**config.mk**
```make
export PLATFORM = sky130hd
export DESIGN_NAME = loop_filter_seq_flat
export DESIGN_NICKNAME = d
export VERILOG_FILES = /design/src/rtl/loop_filter_seq_if.sv /design/src/rtl/loop_filter_seq.sv /design/src/flat_wrapper.sv
export SDC_FILE = /design/constraint.sdc
export NUM_CORES = 1
export LEC_CHECK = 0
export BUFFER_PORTS_ARGS = -buffer_cell sky130_fd_sc_hd__buf_2
export CAP_MARGIN = 30
export CORE_MARGIN = 5
export CORE_UTILIZATION = 58
export DETAILED_ROUTE_END_ITERATION = 12
export PLACE_DENSITY = 0.8
export SYNTH_ARGS = -nofsm -noshare
export SYNTH_HDL_FRONTEND = slang
export SYNTH_SLANG_ARGS = --single-unit
```
**constraint.sdc**
```tcl
create_clock -name filter_clock -period 2 [get_ports filter_clock]
set_input_delay 0.1 -clock filter_clock [delete_from_list [all_inputs] [get_ports filter_clock]]
set_output_delay 0.1 -clock filter_clock [all_outputs]
set_load 0.005 [all_outputs]
```
**src/rtl/loop_filter_seq_if.sv**
```systemverilog
// Detector strobes in, loop-filter controls out.
// The master modport drives the detector side.
`timescale 1ns/1ps
interface loop_filter_seq_if #(
  parameter int FreqGainWidth  = 5,
  parameter int PhaseGainWidth = 5
);
  logic                      start;
  logic                      fd_valid;
  logic                      fd_sign;
  logic                      pd_valid;
  logic                      pd_sign;
  logic                      freq_incr_decr;
  logic [FreqGainWidth-1:0]  freq_gain_adj;
  logic [PhaseGainWidth-1:0] phase_gain_adj;
  logic                      phase_updn;
  logic                      filter_step;
  logic                      locked;
  logic                      timeout_err;

  modport master (
    output start, fd_valid, fd_sign,
    output pd_valid, pd_sign,
    input  freq_incr_decr, freq_gain_adj,
    input  phase_gain_adj, phase_updn,
    input  filter_step, locked, timeout_err
  );

  modport slave (
    input  start, fd_valid, fd_sign,
    input  pd_valid, pd_sign,
    output freq_incr_decr, freq_gain_adj,
    output phase_gain_adj, phase_updn,
    output filter_step, locked, timeout_err
  );
endinterface

```
**src/rtl/loop_filter_seq.sv**
```systemverilog
// Acquisition sequencer: coarse frequency search with gain halving,
// then phase tracking with lock detection and slip recovery.
`timescale 1ns/1ps
module loop_filter_seq #(
  parameter int FreqGainWidth  = 5,
  parameter int PhaseGainWidth = 5,
  parameter int CoarseGain     = 16,
  parameter int MinGain        = 1,
  parameter int PhaseGain      = 4,
  parameter int LockCount      = 16,
  parameter int SlipCount      = 8,
  parameter int TimeoutCycles  = 1023
) (
  input logic filter_clock,
  input logic reset,
  loop_filter_seq_if.slave bus
);
  localparam int FW = FreqGainWidth;
  localparam int PW = PhaseGainWidth;
  localparam int TW = $clog2(TimeoutCycles + 1);
  localparam int LW = $clog2(LockCount + 1);
  localparam int SW = $clog2(SlipCount + 1);

  localparam logic [FW-1:0] COARSE_G = FW'(CoarseGain);
  localparam logic [FW-1:0] MIN_G    = FW'(MinGain);
  localparam logic [PW-1:0] PHASE_G  = PW'(PhaseGain);
  localparam logic [TW-1:0] WD_LAST  = TW'(TimeoutCycles - 1);
  localparam logic [LW-1:0] LOCK_N   = LW'(LockCount);
  localparam logic [LW-1:0] LOCK_M1  = LW'(LockCount - 1);
  localparam logic [SW-1:0] SLIP_M1  = SW'(SlipCount - 1);

  typedef enum logic [2:0] {
    IDLE, COARSE, TRACK, LOCKED, ERROR
  } state_e;

  state_e        state_q;
  logic          dir_q;
  logic          updn_q;
  logic          step_q;
  logic [FW-1:0] fgain_q;
  logic [PW-1:0] pgain_q;
  logic [TW-1:0] wdog_q;
  logic          fd_seen_q;
  logic          fd_prev_q;
  logic          pd_seen_q;
  logic          pd_prev_q;
  logic [LW-1:0] alt_q;
  logic [SW-1:0] run_q;

  logic [FW-1:0] half_d;
  logic          fd_rev_d;
  logic          pd_same_d;

  always_comb begin
    half_d = fgain_q >> 1;
    if (half_d < MIN_G) half_d = MIN_G;
  end

  assign fd_rev_d  = fd_seen_q && (bus.fd_sign != fd_prev_q);
  assign pd_same_d = pd_seen_q && (bus.pd_sign == pd_prev_q);

  always_ff @(posedge filter_clock or negedge reset) begin
    if (!reset) begin
      state_q   <= IDLE;
      dir_q     <= 1'b0;
      updn_q    <= 1'b0;
      step_q    <= 1'b0;
      fgain_q   <= '0;
      pgain_q   <= '0;
      wdog_q    <= '0;
      fd_seen_q <= 1'b0;
      fd_prev_q <= 1'b0;
      pd_seen_q <= 1'b0;
      pd_prev_q <= 1'b0;
      alt_q     <= '0;
      run_q     <= '0;
    end else begin
      step_q <= 1'b0;
      if (!bus.start) begin
        state_q <= IDLE;
        dir_q   <= 1'b0;
        updn_q  <= 1'b0;
        fgain_q <= '0;
        pgain_q <= '0;
      end else begin
        case (state_q)
          IDLE: begin
            state_q   <= COARSE;
            fgain_q   <= COARSE_G;
            pgain_q   <= '0;
            wdog_q    <= '0;
            fd_seen_q <= 1'b0;
            pd_seen_q <= 1'b0;
            alt_q     <= '0;
            run_q     <= '0;
          end
          COARSE: begin
            if (wdog_q == WD_LAST) begin
              state_q <= ERROR;
              fgain_q <= '0;
              pgain_q <= '0;
            end else begin
              wdog_q <= wdog_q + TW'(1);
              if (bus.fd_valid) begin
                dir_q     <= bus.fd_sign;
                step_q    <= 1'b1;
                fd_seen_q <= 1'b1;
                fd_prev_q <= bus.fd_sign;
                if (fd_rev_d) begin
                  if (fgain_q == MIN_G) begin
                    state_q   <= TRACK;
                    pgain_q   <= PHASE_G;
                    pd_seen_q <= 1'b0;
                    alt_q     <= '0;
                    run_q     <= '0;
                  end else begin
                    fgain_q <= half_d;
                  end
                end
              end
            end
          end
          TRACK, LOCKED: begin
            if (bus.pd_valid) begin
              updn_q    <= bus.pd_sign;
              step_q    <= 1'b1;
              pd_seen_q <= 1'b1;
              pd_prev_q <= bus.pd_sign;
              if (pd_same_d) begin
                alt_q <= '0;
                // long same-sign run: phase slipped, restart search
                if (run_q == SLIP_M1) begin
                  state_q   <= COARSE;
                  fgain_q   <= COARSE_G;
                  pgain_q   <= '0;
                  wdog_q    <= '0;
                  fd_seen_q <= 1'b0;
                  pd_seen_q <= 1'b0;
                  run_q     <= '0;
                end else begin
                  run_q <= run_q + SW'(1);
                end
              end else begin
                run_q <= SW'(1);
                if (alt_q != LOCK_N) alt_q <= alt_q + LW'(1);
                if (alt_q == LOCK_M1) state_q <= LOCKED;
              end
            end
          end
          ERROR: ;
          default: state_q <= IDLE;
        endcase
      end
    end
  end

  assign bus.freq_incr_decr = dir_q;
  assign bus.freq_gain_adj  = fgain_q;
  assign bus.phase_gain_adj = pgain_q;
  assign bus.phase_updn     = updn_q;
  assign bus.filter_step    = step_q;
  assign bus.locked         = (state_q == LOCKED);
  assign bus.timeout_err    = (state_q == ERROR);
endmodule
```
**src/flat_wrapper.sv**
```systemverilog
// flat-port wrapper written by rule: the top's interface ports become plain ports
module loop_filter_seq_flat 
#(
  parameter int FreqGainWidth  = 5,
  parameter int PhaseGainWidth = 5,
  parameter int CoarseGain     = 16,
  parameter int MinGain        = 1,
  parameter int PhaseGain      = 4,
  parameter int LockCount      = 16,
  parameter int SlipCount      = 8,
  parameter int TimeoutCycles  = 1023
)
  (filter_clock, reset, bus_start, bus_fd_valid, bus_fd_sign, bus_pd_valid, bus_pd_sign, bus_freq_incr_decr, bus_freq_gain_adj, bus_phase_gain_adj, bus_phase_updn, bus_filter_step, bus_locked, bus_timeout_err);
  loop_filter_seq_if #(.FreqGainWidth(FreqGainWidth), .PhaseGainWidth(PhaseGainWidth)) bus_i ();
  input logic filter_clock;
  input logic reset;
  input wire logic [$bits(bus_i.start)-1:0] bus_start;
  input wire logic [$bits(bus_i.fd_valid)-1:0] bus_fd_valid;
  input wire logic [$bits(bus_i.fd_sign)-1:0] bus_fd_sign;
  input wire logic [$bits(bus_i.pd_valid)-1:0] bus_pd_valid;
  input wire logic [$bits(bus_i.pd_sign)-1:0] bus_pd_sign;
  output wire logic [$bits(bus_i.freq_incr_decr)-1:0] bus_freq_incr_decr;
  output wire logic [$bits(bus_i.freq_gain_adj)-1:0] bus_freq_gain_adj;
  output wire logic [$bits(bus_i.phase_gain_adj)-1:0] bus_phase_gain_adj;
  output wire logic [$bits(bus_i.phase_updn)-1:0] bus_phase_updn;
  output wire logic [$bits(bus_i.filter_step)-1:0] bus_filter_step;
  output wire logic [$bits(bus_i.locked)-1:0] bus_locked;
  output wire logic [$bits(bus_i.timeout_err)-1:0] bus_timeout_err;
  assign bus_i.start = bus_start;
  assign bus_i.fd_valid = bus_fd_valid;
  assign bus_i.fd_sign = bus_fd_sign;
  assign bus_i.pd_valid = bus_pd_valid;
  assign bus_i.pd_sign = bus_pd_sign;
  assign bus_freq_incr_decr = bus_i.freq_incr_decr;
  assign bus_freq_gain_adj = bus_i.freq_gain_adj;
  assign bus_phase_gain_adj = bus_i.phase_gain_adj;
  assign bus_phase_updn = bus_i.phase_updn;
  assign bus_filter_step = bus_i.filter_step;
  assign bus_locked = bus_i.locked;
  assign bus_timeout_err = bus_i.timeout_err;
  loop_filter_seq #(.FreqGainWidth(FreqGainWidth), .PhaseGainWidth(PhaseGainWidth), .CoarseGain(CoarseGain), .MinGain(MinGain), .PhaseGain(PhaseGain), .LockCount(LockCount), .SlipCount(SlipCount), .TimeoutCycles(TimeoutCycles)) u_core (.filter_clock(filter_clock), .reset(reset), .bus(bus_i));
endmodule
```
# After elaboration in Yosys (flattened, before gate mapping)
# Index checks and enable logic that the tools add are counted.
word_totals:
  ff_bits: 39
  input_bits: 7
  out_inout_bits: 15
  wordCells: 145
classes:
  addsub: 3
  order_cmp: 1
  n_eq_ne: 35
  muxes: 76
  n_bitwise: 1
  reduce_logical: 16
op_table:
  columns: ["op", "count"]
  rows:
  - ["$mux 5", 23]
  - ["$pmux 5 s3", 3]
  - ["$mux 10", 4]
  - ["$reduce_and 7->1", 5]
  - ["$mux 4", 8]
  - ["$pmux 10 s3", 1]
  - ["$mux 3", 9]
  - ["$mux 1", 23]
  - ["$ne 2x1->1 const B", 8]
  - ["$ne 4x2->1 const B", 3]
  - ["$pmux 3 s4", 1]
  - ["$pmux 4 s3", 1]
  - ["$add 10x1->10 const B", 1]
  - ["$eq 10x10->1 const B", 1]
  - ["$ne 2x2->1 const B", 5]
  - ["$ne 4x3->1 const B", 2]
  - ["$reduce_and 8->1", 1]
  - ["$eq 3x2->1 const B", 2]
  - ["$ne 3x2->1 const B", 2]
  - ["$pmux 1 s3", 2]
  - ["$reduce_and 3->1", 2]
  - ["$reduce_and 6->1", 1]
  - ["$add 5x1->5 const B", 1]
  - ["$eq 5x1->1 const B", 1]
  - ["21 further kinds", 22]

# Logic depth before layout (Yosys ltp)
depth:
  ltp_word: 8
  mapped_depth: 8

# Worst setup path after synthesis
# OpenSTA, ideal clock, no wires.
synth_timing:
  path_type: "register to register"
  startpoint: "reg u_core.wdog_q[0]"
  endpoint: "reg u_core.fgain_q[3] (netlist: u_core.bus.freq_gain_adj[3])"
  setup_time_ns: 0.121
  arrival_ns: 1.710
  t_required_ns: 1.879
  slack_ns: 0.169
  path_stages_with_launch: 9
  n_path_buf: 1
  period_less_slack_ns: 1.831
  cell_sequence: "dfrtp_1 > inv_1 > ha_1 > nand2_1 > or4_4 > buf_6 > nand2_8 > o21ai_4 > a22o_1"
synth_via:
  elab_chain_cells: 4
  elab_cells_between_ends: 8
synth_lines:
  columns: ["element", "line_no", "rtl"]
  rows:
  - ["start, declared", "loop_filter_seq.sv:42", "logic [TW-1:0] wdog_q;"]
  - ["start signal, assigned", "loop_filter_seq.sv:103", "wdog_q <= wdog_q + TW'(1);"]
  - ["$eq 10x10->1 *", "loop_filter_seq.sv:98", "if (wdog_q == WD_LAST) begin"]
  - ["$mux 5", "loop_filter_seq.sv:98", null]
  - ["$pmux 5 s3", "loop_filter_seq.sv:86", "case (state_q)"]
  - ["$mux 5", "loop_filter_seq.sv:79", "if (!bus.start) begin"]
  - ["end signal, assigned", "loop_filter_seq.sv:117", "fgain_q <= half_d;"]
  - ["end, declared", "loop_filter_seq.sv:40", "logic [FW-1:0] fgain_q;"]
# Every way passes the cells marked *; elsewhere a longest branch is shown, timed or not.
# A chain may end at the register's enable or synchronous reset.

# Worst setup path in the final report
layout_timing:
  startpoint: "reg u_core.fgain_q[4] (netlist: u_core.bus.freq_gain_adj[4])"
  endpoint: "reg u_core.alt_q[1]"
layout_via:
  elab_chain_cells: 3
layout_lines:
  columns: ["element", "line_no", "rtl"]
  rows:
  - ["$eq 5x1->1", "loop_filter_seq.sv:110", "if (fgain_q == MIN_G) begin"]
  - ["$ne 2x1->1 (no line)", null, null]
  - ["$reduce_and 8->1 (no line)", null, null]
  - ["end signal, assigned", "loop_filter_seq.sv:145", "if (alt_q != LOCK_N) alt_q <= alt_q + LW'(1);"]
  - ["end, declared", "loop_filter_seq.sv:47", "logic [LW-1:0] alt_q;"]
# No other way between the ends.

==> results.py <==
metrics = {
    "sta": {
        "maxSlewViolCount": 0,
        "slew_headroom": 0.481,
        "final-hold-violation-count": 0,
        "rsz0062_at_grt": "false",
        "setup_viol": 0,
        "finalSetupTns_ps": 0,
        "finalCritPeriodShare": 0.918,
        "clock.fmax_mhz": 544,
        "tightest_slew_ps": 779,
        "period_needed_ps": 1840,
        "skew_ps": 7.75,
    },
    "floorplan": {
        "start_util": 0.599,
        "num_rows": 21,
        "fp.dieH_um": 68.7,
        "core_area_um2": 3340,
        "dieArea_um2": 4720,
        "io_pins": 22,
        "die_w_um": 68.7,
    },
    "drt": {
        "antenna_left": 0,
        "routed_wl_um": 4250,
        "vias_per_cell": 5.86,
        "avgRoutedWirePerCell_um": 14.8,
        "dr.pass1.iters": 4,
        "drtIter0Drc": 147,
        "vias": 1689,
        "drc": 0,
    },
    "critical_path": {
        "worstPathRequired_ps": 2240,
        "start_kind": "flop",
        "end_kind": "flop",
        "arrival_ps": 2070,
        "worstPathMaxFanout": 6,
        "critPathKind": "flop to flop",
    },
    "logic_synthesis": {
        "synth_edf_count": 0,
        "async_flop_share": 1.00,
        "syn-cell-area_um2": 2000,
        "synth-seq-area-share": 0.438,
        "yosys_warnings": 0,
        "syn_inst": 210,
        "synth_cell_types": 51,
        "ys_ff_latch": 35,
        "avgSynthCellArea_um2": 9.52,
        "ys.flop_type": "dfrtp_1",
    },
    "flow_run": {
        "maxCapViolations": 0,
    },
    "clock_tree": {
        "cts_buffer_depth": 2,
        "clk_pin_slew_ps": 100,
        "htree_levels": 2,
        "clk_latency_ps": 340,
        "cts_resized": 0,
        "numCtsBuffers": 5,
        "cts_sinks": 35,
        "cts_root_buffer": "clkbuf_4",
        "cts_tree": "done",
    },
    "pwr": {
        "cellPowerDensity_nw_per_um2": 1050,
        "power_leakage_nw": 1.07,
        "p_seq_frac": 0.421,
        "peakVddDrop_mv": 0.688,
        "p_switching_mw": 0.921,
        "switching_share": 0.387,
        "combPwrFrac": 0.392,
        "p_clk_frac": 0.187,
        "power.internal_mw": 1.46,
        "power_mw": 2.38,
    },
    "min_path": {
        "hold_path_class": "input pin to flop",
    },
    "final_layout": {
        "finish.utilization": 0.676,
        "drive_gt1_frac": 0.219,
        "area_growth_pct": 12.8,
        "stdcell_area_um2": 2250,
        "antenna_cells": 0,
        "layout.nets": 254,
    },
    "global_route": {
        "gr-usage-all-layers": 0.221,
        "grt_pass1_vias": 1681,
        "grt_remaining_overflow": 0,
        "antenna_found_initial": 0,
        "grt_pass1_wl_um": 7700,
        "grt_max_degree": 36,
    },
    "placement": {
        "dp.final_hpwl_um": 3030,
        "finalWeightedCongestion": 0.836,
        "port_buffers": 17,
        "place_area_um2": 2170,
    },
    "run_status": {
        "status": "complete, no violations",
    },
}
==> path summary, 6_finish.rpt <==
kind                       depth (start not counted)  slack [ps]                 to                         from
max in group asynchronous                          2        1130  u_core.state_q[1]                        reset
max                                                6         160    u_core.alt_q[1]  u_core.bus.freq_gain_adj[4]
max reg2reg                                        6         160    u_core.alt_q[1]  u_core.bus.freq_gain_adj[4]
min in group asynchronous                          2         380    u_core.run_q[0]                        reset
min                                                2          30   u_core.pd_prev_q                  bus_pd_sign
min reg2reg                                        1         500   u_core.pd_seen_q             u_core.pd_seen_q
==> flip-flops by register name, summed over array words and instances, names as in the netlist <==
name and count:
u_core.pd_seen_q 1, u_core.pd_prev_q 1, u_core.fd_seen_q 1, u_core.bus.filter_step 1, u_core.bus.freq_gain_adj 5, u_core.fd_prev_q 1
u_core.alt_q 5, u_core.bus.phase_updn 1, u_core.bus.phase_gain_adj 1, u_core.bus.freq_incr_decr 1, u_core.wdog_q 10, u_core.run_q 4
u_core.state_q 3
==> placed cells by master, fill, tap and decap left out, types with 5 or more instances in the layout <==
master and instances:
a21oi_1 18, a22o_1 7, a31oi_1 5, buf_2 17, buf_4 11, clkbuf_4 5
dfrtp_1 35, ha_1 6, inv_1 11, nand2_1 22, nand2b_1 6, nand3_1 13
nor2_1 15, o21ai_0 9
==> final cells by class <==
| class | instances | area, µm² |
|---|---|---|
| clock buffers | 8 | 68.8 |
| well taps | 46 | 57.6 |
| multi-input cells | 159 | 1030 |
| fillers | 288 | 1080 |
| flip-flops and latches | 35 | 876 |
| inverters | 11 | 41.3 |
| repair buffers | 29 | 178 |
==> through the flow <==
stage / hold slack [ps] / cells / setup WS (ps)
detailed placement: 225 / 278 / 119
finish: 27.5 / 288 / 163
CTS: 18.2 / 287 / 91.9
global placement: 216 / 278 / 164
global route: 28.3 / 288 / 33.9
floorplan: -196 / 213 / 169
==> synthesized netlist by cell type (2+ instances only) <==
cell       number  share of area
nor3_1          4          0.010
nand2_1        22          0.041
xor2_1          2         0.0088
o21ai_1         2         0.0050
a22o_1          7          0.031
nand3_1        13          0.033
ha_1            6          0.038
a211oi_1        2         0.0075
clkbuf_1        2         0.0038
o21a_1          2         0.0075
nand2b_1        6          0.019
dfrtp_1        35           0.44
buf_4           4          0.015
nor4_1          2         0.0063
a21oi_1        18          0.045
a31oi_1         5          0.016
mux2_2          3          0.017
mux2i_1         2          0.010
o21ai_0         9          0.023
inv_1          11          0.021
nor4_4          2          0.021
and3_1          3         0.0094
o22ai_1         2         0.0063
a41oi_1         2         0.0088
o2bb2ai_1       4          0.018
nor2_1         15          0.028
==> logic make-up after synthesis <==
| logic type | Yosys count | share of synthesized area |
|---|---|---|
| AO/OA/AOI/OAI | 64 | 0.219 |
| XOR/XNOR | 2 | 0.00877 |
| adder cells (fa/ha/maj) | 6 | 0.0376 |
| buffers and inverters | 19 | 0.0501 |
| flip-flops | 35 | 0.438 |
| multiplexers | 5 | 0.0269 |
| other | 1 | 0.00188 |
| AND/OR/NAND/NOR | 78 | 0.217 |
==> repair_timing <==
action                                 CTS  global route
hold buffers                             1             0
endpoints found under the hold margin   35             0
setup endpoints to repair                0             7
setup buffers                            0             1
==> power by group through the flow <==
| stage | Clock, mW | Combinational [mW] | Sequential (mW) |
|---|---|---|---|
| 6_report | 0.443 | 0.933 | 1.00 |
| 5_1_grt | 0.482 | 1.06 | 1.02 |
| 4_1_cts | 0.459 | 0.895 | 1.00 |
| 3_5_place_dp | 0 | 0.888 | 1.02 |
| 3_3_place_gp | 0 | 0.870 | 1.01 |
| 2_1_floorplan | 0 | 0.635 | 0.982 |
==> critical path: stages (launching register included) <==
cell and delay [ps]:
dfrtp_1 420, nor3_1 300, nand4b_1 210, o21ai_1 240, nand2_2 150, buf_4 190, a22o_1 220
==> per-layer routing <==
layer	track usage	part of all wire	vias to the layer above
met3	0.0454	0.045	7
met5	0	0	-
met4	0.107	0.014	0
met1	0.303	0.47	822
li1	-	-	825
met2	0.333	0.47	35
(Power assumes the default switching activity.)
